<file path="config.mk">
export PLATFORM = sky130hd
export DESIGN_NAME = mem_bus_arbiter
export DESIGN_NICKNAME = d
export VERILOG_FILES = /design/src/rtl/mem_bus_arbiter.sv
export SDC_FILE = /design/constraint.sdc
export NUM_CORES = 1
export LEC_CHECK = 0
export BUFFER_PORTS_ARGS = -buffer_cell sky130_fd_sc_hd__buf_2
export CAP_MARGIN = 10
export CORE_MARGIN = 2
export CORE_UTILIZATION = 48
export DETAILED_ROUTE_END_ITERATION = 16
export PLACE_DENSITY = 0.73
export SLEW_MARGIN = 25
export SYNTH_ARGS = -nofsm -noshare
export SYNTH_HDL_FRONTEND = slang
export SYNTH_SLANG_ARGS = --single-unit
export TNS_END_PERCENT = 10
</file>
<file path="constraint.sdc">
create_clock -name clk -period 4.2 [get_ports clk]
set_input_delay 0.21 -clock clk [delete_from_list [all_inputs] [get_ports clk]]
set_output_delay 0.21 -clock clk [all_outputs]
set_load 0.05 [all_outputs]
</file>
<file path="src/rtl/mem_bus_arbiter.sv">
// Two-port arbiter (fetch read-only, mem-stage read/write) onto a single pulse-handshake
// memory bus with one outstanding transaction, per-port pending slots and round-robin ties.
module mem_bus_arbiter #(
    parameter int ADDR_W = 32,
    parameter int DATA_W = 32
) (
    input  logic                  clk,
    input  logic                  rstn,
    input  logic                  f_request_enable,
    input  logic [ADDR_W-1:0]     f_addr,
    output logic                  f_response_enable,
    output logic [DATA_W-1:0]     f_data,
    input  logic                  m_request_enable,
    input  logic                  m_mode,
    input  logic [ADDR_W-1:0]     m_addr,
    input  logic [DATA_W-1:0]     m_wdata,
    input  logic [DATA_W/8-1:0]   m_wstrb,
    output logic                  m_response_enable,
    output logic [DATA_W-1:0]     m_data,
    output logic                  bus_request_enable,
    output logic                  bus_mode,
    output logic [ADDR_W-1:0]     bus_addr,
    output logic [DATA_W-1:0]     bus_wdata,
    output logic [DATA_W/8-1:0]   bus_wstrb,
    input  logic                  bus_response_enable,
    input  logic [DATA_W-1:0]     bus_data,
    output logic                  busy
);
    localparam int STRB_W = DATA_W / 8;
    localparam logic FETCH = 1'b0;
    localparam logic MEM   = 1'b1;

    typedef enum logic {IDLE, WAIT} state_t;

    state_t              state_q;
    logic                owner_q;
    logic                last_q;

    logic                fp_q;
    logic [ADDR_W-1:0]   fp_addr_q;
    logic                mp_q;
    logic                mp_mode_q;
    logic [ADDR_W-1:0]   mp_addr_q;
    logic [DATA_W-1:0]   mp_wdata_q;
    logic [STRB_W-1:0]   mp_wstrb_q;

    logic resp, can_grant, grant, gnt_mem;
    logic f_drop, m_drop, f_live, m_live, f_cand, m_cand;
    logic                f_addr_sel;
    logic [ADDR_W-1:0]   f_addr_d;
    logic                m_mode_d;
    logic [ADDR_W-1:0]   m_addr_d;
    logic [DATA_W-1:0]   m_wdata_d;
    logic [STRB_W-1:0]   m_wstrb_d;

    assign resp      = (state_q == WAIT) && bus_response_enable;
    assign can_grant = (state_q == IDLE) || bus_response_enable;

    // The owner may re-request on the very edge its response arrives; otherwise a
    // pulse from a port already pending or owning the bus is a protocol violation.
    assign f_drop = f_request_enable &&
                    (fp_q || (state_q == WAIT && owner_q == FETCH && !bus_response_enable));
    assign m_drop = m_request_enable &&
                    (mp_q || (state_q == WAIT && owner_q == MEM && !bus_response_enable));
    assign f_live = f_request_enable && !f_drop;
    assign m_live = m_request_enable && !m_drop;
    assign f_cand = fp_q || f_live;
    assign m_cand = mp_q || m_live;

    assign gnt_mem = m_cand && (!f_cand || last_q == FETCH);
    assign grant   = can_grant && (f_cand || m_cand);

    assign f_addr_sel = fp_q;
    assign f_addr_d   = f_addr_sel ? fp_addr_q  : f_addr;
    assign m_mode_d   = mp_q       ? mp_mode_q  : m_mode;
    assign m_addr_d   = mp_q       ? mp_addr_q  : m_addr;
    assign m_wdata_d  = mp_q       ? mp_wdata_q : m_wdata;
    assign m_wstrb_d  = mp_q       ? mp_wstrb_q : m_wstrb;

    always_ff @(posedge clk) begin
        if (!rstn) begin
            state_q            <= IDLE;
            owner_q            <= FETCH;
            last_q             <= FETCH;
            fp_q               <= 1'b0;
            fp_addr_q          <= '0;
            mp_q               <= 1'b0;
            mp_mode_q          <= 1'b0;
            mp_addr_q          <= '0;
            mp_wdata_q         <= '0;
            mp_wstrb_q         <= '0;
            f_response_enable  <= 1'b0;
            f_data             <= '0;
            m_response_enable  <= 1'b0;
            m_data             <= '0;
            bus_request_enable <= 1'b0;
            bus_mode           <= 1'b0;
            bus_addr           <= '0;
            bus_wdata          <= '0;
            bus_wstrb          <= '0;
            busy               <= 1'b0;
        end else begin
            bus_request_enable <= grant;
            f_response_enable  <= resp && (owner_q == FETCH);
            m_response_enable  <= resp && (owner_q == MEM);
            if (resp && owner_q == FETCH) f_data <= bus_data;
            if (resp && owner_q == MEM)   m_data <= bus_data;

            if (grant) begin
                state_q <= WAIT;
                owner_q <= gnt_mem;
                last_q  <= gnt_mem;
                busy    <= 1'b1;
                if (gnt_mem) begin
                    bus_mode  <= m_mode_d;
                    bus_addr  <= m_addr_d;
                    bus_wdata <= m_wdata_d;
                    bus_wstrb <= m_wstrb_d;
                end else begin
                    bus_mode  <= 1'b0;
                    bus_addr  <= f_addr_d;
                    bus_wdata <= '0;
                    bus_wstrb <= '0;
                end
            end else if (resp) begin
                state_q <= IDLE;
                busy    <= 1'b0;
            end

            // A candidate that lost (or could not be issued) stays in its slot.
            fp_q <= f_cand && !(grant && !gnt_mem);
            mp_q <= m_cand && !(grant && gnt_mem);
            if (f_live) fp_addr_q <= f_addr;
            if (m_live) begin
                mp_mode_q  <= m_mode;
                mp_addr_q  <= m_addr;
                mp_wdata_q <= m_wdata;
                mp_wstrb_q <= m_wstrb;
            end
        end
    end

`ifndef SYNTHESIS
    always_ff @(posedge clk) begin
        if (rstn) begin
            assert (!f_drop);
            assert (!m_drop);
        end
    end
`endif

endmodule

</file>
==> results of run 1 <==
==> registers in the layout, indices dropped and copies added (netlist names), 4 cells and up <==
| register | count |
|---|---|
| mp_wdata_q | 32 |
| fp_addr_q | 32 |
| f_data | 32 |
| mp_wstrb_q | 4 |
| bus_addr | 32 |
| bus_wdata | 32 |
| m_data | 32 |
| bus_wstrb | 4 |
| mp_addr_q | 32 |
==> what timing repair did <==
item | in CTS | in global routing
gates resized for setup | 0 | 0
hold buffers | 133 | 0
endpoints found under the hold margin | 190 | 0
buffers inserted | 0 | 0
==> per-stage QoR <==
step	hold slack (ns)	std cells
floorplan	0.352	1139
global placement	0.437	1595
detailed placement	0.442	1595
CTS	0.347	1773
global route	0.401	1774
finish	0.356	1775
==> worst paths after layout <==
path / cells past startpoint / endpoint / start / slack, ns
setup / recovery: 5 / bus_addr[17] / mp_q / 1.64
hold / removal: 3 / mp_wdata_q[5] / rstn / 0.36
setup reg to reg: 5 / bus_addr[17] / mp_q / 1.64
hold reg to reg: 2 / fp_addr_q[3] / fp_addr_q[3] / 0.45
==> cell usage in the layout (no fill, tap or decap), types with 2 or more instances in the layout <==
master,Yosys,layout
o2bb2ai_2,10,10
dlygate4sd3_1,0,133
o221ai_1,32,32
clkbuf_16,0,25
nand3_1,2,2
o211a_1,3,2
and3b_1,33,33
buf_2,21,273
mux2i_1,138,138
o211ai_1,33,33
clkinvlp_4,0,2
diode_2,0,2
a21boi_0,66,66
buf_4,11,14
nand2_1,332,332
clkbuf_8,0,7
nand2b_1,2,2
and2_1,34,34
a31oi_1,32,32
a21oi_1,33,32
o2bb2ai_1,28,28
clkinv_2,0,4
dfxtp_1,241,240
nor2_1,2,2
clkbuf_1,72,7
==> cells by family after synthesis <==
family,after synthesis
AO/OA/AOI/OAI,241
buffers and inverters,109
multiplexers,138
AND/OR/NAND/NOR,410
flip-flops,241
==> layer usage <==
layer  vias to the layer above  global-route usage, %  wire [um]
li1                       4645                      -          -
met1                      4403                   31.6      12700
met2                       373                   41.8      13800
met3                        74                   4.79       2110
met4                         0                   9.81        947
met5                         -                      0          0
==> power by group <==
| part | switching (mW) | total (mW) | internal [mW] |
|---|---|---|---|
| Clock | 0.911 | 2.18 | 1.26 |
| Combinational | 0.672 | 1.05 | 0.373 |
| Sequential | 0.0970 | 2.54 | 2.44 |
==> layout make-up <==
class                   count  area share, %
diodes                      2         0.0360
flip-flops and latches    241           34.8
multi-input cells         789           36.5
repair buffers            422           20.4
inverters                   1         0.0270
clock inverters             7          0.469
clock buffers              38           5.29
well taps                 275           2.48
==> cells in the mapped netlist <==
master,count,area (um2)
nand3b_1,1,7.51
a21boi_0,66,495
o211ai_1,33,248
nor4_4,1,21.3
dfxtp_1,241,4820
buf_2,21,105
nor2b_1,1,6.26
and3_1,1,6.26
a31oi_1,32,200
clkbuf_1,72,270
buf_4,11,82.6
o2bb2ai_2,10,150
a21oi_1,33,165
and2_1,34,213
inv_1,1,3.75
nand4b_1,1,8.76
mux2i_1,138,1380
and3b_1,33,289
buf_6,4,45.0
o221ai_1,32,280
nor2_1,2,7.51
nand2_1,332,1250
o2bb2ai_1,28,245
o21a_1,2,15.0
nand3_1,2,10.0
o21ai_1,1,5.00
o211a_1,3,30.0
o21ai_0,1,5.00
nand2b_1,2,12.5
==> worst min-delay path, stage by stage <==
cell and delay [ns]:
clkbuf_8 0.37, nand2_1 0.18, mux2i_1 0.05
==> impl_results.md, run 1 <==
- Syn Area/Cell: 9.11 um2
- Buffers & Inverters on Critical Path: 2
- CTS tree: built
- Worst setup margin: 1.64 ns
- Vias per std cell: 5.35
- Grt ovf: 0
- Multi-input gate area: around 5100 um2
- Synthesized Nets: 1277
- FILL cells: 1678
- # IOs: ~280
- Nets: 1618
- CP Max Fanout: 58
- HPWL after DPL: 17.5 mm
- Largest net degree at the start of global routing: 184
- Num Clock Sinks: 241
- Max Slew Vio Count: 0
- Register bit total from synthesis: 241
- Worst Path Arrival: 2.93 ns
- Largest family of logic cells by synthesized area: compound AO/OA/AOI/OAI gates
- Area growth, synth to finish: 33.8%
- PD cells: between 400 and 500 nW/um2
- Simple-Gate Fraction of Synth Area: 17.6%
- Tightest Hold Check Type: in2reg
- Worst-path cell with the longest stage delay: dfxtp_4
- Max-Cap Viols: 0
- Post-layout min period: between 2 and 3 ns
- Rows: between 50 and 60
- Buffers on Ports: 274
- Placed Area: 11800 um2
- Largest buffer count on any clock path: 3
- Overall global routing resource usage: between 20% and 30%
- Vias in the first global route: 9163
- 1st-pass router iterations: 5
- Worst Clk Skew: 0.0159 ns
- Post-synth cell types: 29
- CP delay by family, top: buffers and inverters
- Leak: approximately 6 nW
- Global placer's final weighted congestion: 0.767
- Largest stage delay on the critical path: roughly 0.75 ns
- Setup WS pre-CTS: 1.67 ns
- DR DRC count: 0
- FF/Latch Area: 4830 um2
- Layout cell share with drive strength beyond 1: 22.9%
- Post-Layout Inst Area: 13900 um2
- Initial Utilization: 49.1%
- Post-Synth XOR/XNOR Area: 0%
- Worst path cell trace: buf_4 > nor2_1 > o211ai_1 > buf_4 > o221ai_1
- Post-Syn Area: 10400 um2
- Critical Path RT: 4.56 ns
- Finished Core Util: 65.6%
- H-Tree Depth: 1
- CP startpoint kind: flip-flop
- Max IR drop VDD: 332 uV
- First-pass GRT wire length: 46.1 mm
- Setup TNS: 0 ns
- Syn Inst Count: around 1100
- Skew-Pair Late Insertion Delay: 0.52 ns
- Mux cell area share after synthesis: a little over an eighth
- Fmax: 390 MHz
- Setup Crit Path Kind: reg2reg
- CTS buffer count: 25
- Outcome: finished, final reports clean
- Slew @ Worst Pin: 0.946 ns
- Die width: between 150 and 200 um
- Die Ht: around 150 um
- Antenna viol nets, final: 0
- Overall routed net length: 29.5 mm
- CTS clock-pin slew for the worst setup and hold paths: 0.06 ns
- Slew margin rel.: 36.9%
- Adder-Cell Fraction of Synth Area: 0%
- Wire per inst: 16.6 um
- Compound-Gate Fraction of Synth Area: 17.7%
- DR vias: 9495
- Seq/Total Area, Yosys: 46.5%
- CTS Root Cell: clkbuf_16
- CP dominant cell by count: buf_4
- Final Power: 5.76 mW
- RSZ-0062 raised after global routing: false
- Final setup fails: 0
- Hold Vio Cnt, Final: 0
- Core box area: ~21000 um2
- Ys Warns: 0
- Die footprint: between 20000 and 25000 um2
- Initial antenna violation count: 1
- DRT iter0 DRCs: around 640
- Crit path capture type: flip-flop
- Period Utilization, post-route: 61.0%
Note: power is estimated with default switching activity, not from simulation.
==> inputs of run 2 (changes only) <==
==> constraint.sdc (replaced) <==
create_clock -name clk -period 2.58 [get_ports clk]
set_input_delay 0.129 -clock clk [delete_from_list [all_inputs] [get_ports clk]]
set_output_delay 0.129 -clock clk [all_outputs]
set_load 0.05 [all_outputs]
==> run 2 against run 1 <==
Net effect: critical endpoint is now fp_addr_q[10]; register-to-register slack lost 1.1 ns; worst hold slack lost 0.32 ns; clock skew shrank 0.0060 ns; highest routed layer is now met5; flip-flop and latch count is the same; cell area grew 0.68%; count of clock-buffer cells in the layout grew 2; global-route usage grew 0.67 points; fmax grew 24%; power grew 64%.
==> impl_results.md, run 2 (synthesized netlist as in run 1, its figures left out) <==
- Outcome: finished, final reports clean
- # IOs: 275 (unchanged)
- CTS tree: built
- Hold_sp: m_request_enable
- DRT iter0 DRCs: 556 (-13%)
- Buffers & Inverters on Critical Path: 1 (-1)
- Fmax: 484 MHz (+24%)
- Post-layout min period: 2.06 ns (-0.500 ns)
- Layout cell share with drive strength beyond 1: 23.3% (+0.41 points)
- Antenna viol nets, final: 0 (unchanged)
- Grt ovf: 0 (unchanged)
- Worst setup path start: state_q
- First-pass GRT wire length: 47.5 mm (+3.0%)
- Worst setup margin: 0.516 ns (-1.12 ns)
- RSZ-0062 raised after global routing: false
- Largest net degree at the start of global routing: 231 (+26%)
- Final setup fails: 0 (unchanged)
- Worst Clk Skew: 0.00989 ns (-0.00602 ns)
- DR vias: 9642 (+1.5%)
- WL met1: 13.0 mm (+2.3%)
- Buffers on Ports: 274 (unchanged)
- Die Ht: 151 um (unchanged)
- Max Slew Vio Count: 0 (unchanged)
- Vias in the first global route: 9421 (+2.8%)
- Cts repair resizes: 0 (unchanged)
- Tightest Hold Check Type: in2reg
- Highest routed layer: met5
- FILL cells: 1655 (-1.4%)
- Die width: 151 um (unchanged)
- Vias per std cell: 5.41 (+1.1%)
- Setup TNS: 0 ns (unchanged)
- Num Clock Sinks: 241 (unchanged)
- Initial antenna violation count: 2 (+1)
- Largest buffer count on any clock path: 3 (unchanged)
- 1st-pass router iterations: 5 (unchanged)
- Reg-to-reg critical path startpoint: state_q
- Core box area: 21200 um2 (unchanged)
- PD cells: 676 nW/um2 (+63%)
- CP Max Fanout: 21 (-64%)
- Skew-Pair Late Insertion Delay: 0.52 ns (about the same)
- CTS buffer count: 26 (+4.0%)
- Largest stage delay on the critical path: 0.77 ns (+0.02 ns)
- Period Utilization, post-route: 80.0% (+19 points)
- Critical Path RT: 3.03 ns (-1.53 ns)
- Overall global routing resource usage: 25.5% (+0.67 points)
- Wire length on met2: 13.9 mm (+1.3%)
- CTS Root Cell: clkbuf_16
- Global placer's final weighted congestion: 0.781 (+1.9%)
- Commonest non-fill, non-tap cell in the layout: nand2_1
- Routed wl met3: 2.20 mm (+4.2%)
- CP startpoint kind: flip-flop
- Slew margin rel.: 38.7% (+1.8 points)
- Hold Vio Cnt, Final: 0 (unchanged)
- CP delay by family, top: compound AO/OA/AOI/OAI gates
- CTS clock-pin slew for the worst setup and hold paths: 0.06 ns (about the same)
- Rows: 53 (unchanged)
- Reg2Reg Setup Slack: 0.52 ns (-1.12 ns)
- Overall routed net length: 30.2 mm (+2.3%)
- Nets: 1625 (+0.43%)
- CTS hold repair buffers: 133 (unchanged)
- Worst Path Arrival: 2.51 ns (-0.42 ns)
- DR DRC count: 0 (unchanged)
- Area growth, synth to finish: 34.7%
- Slew @ Worst Pin: 0.920 ns (-0.0266 ns)
- Wire per inst: 17.0 um (+1.9%)
- Max-Cap Viols: 0 (unchanged)
- Setup WS pre-CTS: 0.536 ns (-1.14 ns)
- Setup bufs post-CTS: 0 (unchanged)
- Worst-path cell with the longest stage delay: o211a_2
- Crit path capture type: flip-flop
- Max IR drop VDD: 552 uV (+66%)
- Commonest cells after routing, fill and taps aside: 332 x nand2_1, 273 x buf_2, 240 x dfxtp_1
- Setup Crit Path Kind: reg2reg
- Worst path cell trace: nand2b_1 > o211a_2 > buf_4 > mux2i_1
- Die footprint: 22800 um2 (unchanged)
- Leak: 6.08 nW (+0.84%)
- Initial Utilization: 49.1% (unchanged)
- HPWL after DPL: 17.5 mm (+0.14%)
- H-Tree Depth: 1 (unchanged)
## run 2: changes by cell type in the layout (fill, tap and decap cells not counted)
cell,before,now
buf_4,14,18
clkbuf_16,25,27
diode_2,2,1
buf_12,1,3
bufinv_16,1,0
clkinvlp_4,2,3
## run 2: path summary, 6_finish.rpt
kind | end | cells after the start
setup reg to reg | fp_addr_q[10] | 4
hold / removal | last_q | 3
hold reg to reg | fp_addr_q[8] | 2
setup / recovery | fp_addr_q[10] | 4
## run 2: report_power, final
| part | switching, mW | leakage (nW) | internal, mW |
|---|---|---|---|
| clock | 1.50 | 0.400 | 2.09 |
| sequential | 0.150 | 1.98 | 3.97 |
| combinational | 1.11 | 3.70 | 0.621 |
| total | 2.77 | 6.08 | 6.68 |
## run 2: worst reg2reg max path, delay by kind of cell, from the launching register on
family	cells	cell delay, ns
AOI/OAI and AO/OA	1	0.78
buffers and inverters	1	0.39
DFF	1	0.35
muxes	1	0.22
and+or+nand+nor	1	0.27
## run 2: through the flow
stage | hold WS (ns) | util (%) | power (mW) | cell area [um2] | std cells
finish | 0.0324 | 66.1 | 9.45 | 14000 | 1782
detailed placement | 0.395 | 55.9 | 5.75 | 11800 | 1601
floorplan | 0.271 | - | 5.30 | 10400 | 1139
global placement | 0.386 | 55.9 | 5.72 | 11800 | 1601
global route | 0.0547 | 66.1 | 9.80 | 14000 | 1782
CTS | 0.00696 | 66.1 | 9.48 | 14000 | 1781
## run 2: metal layers
layer,up-vias,global-route usage (%)
li1,4660,-
met1,4533,31.7
met2,369,44.0
met3,78,4.67
met4,2,9.91
met5,-,0
## run 2: area by class of cell
type / count / area (um2) / area share (%)
clock inverters: 7 / 42.5 / 0.304
diodes: 1 / 2.50 / 0.0179
flip-flops and latches: 241 / 4830 / 34.5
multi-input cells: 789 / 5070 / 36.3
clock buffers: 40 / 785 / 5.61
well taps: 275 / 344 / 2.46
inverters: 1 / 3.75 / 0.0268
repair buffers: 428 / 2910 / 20.8
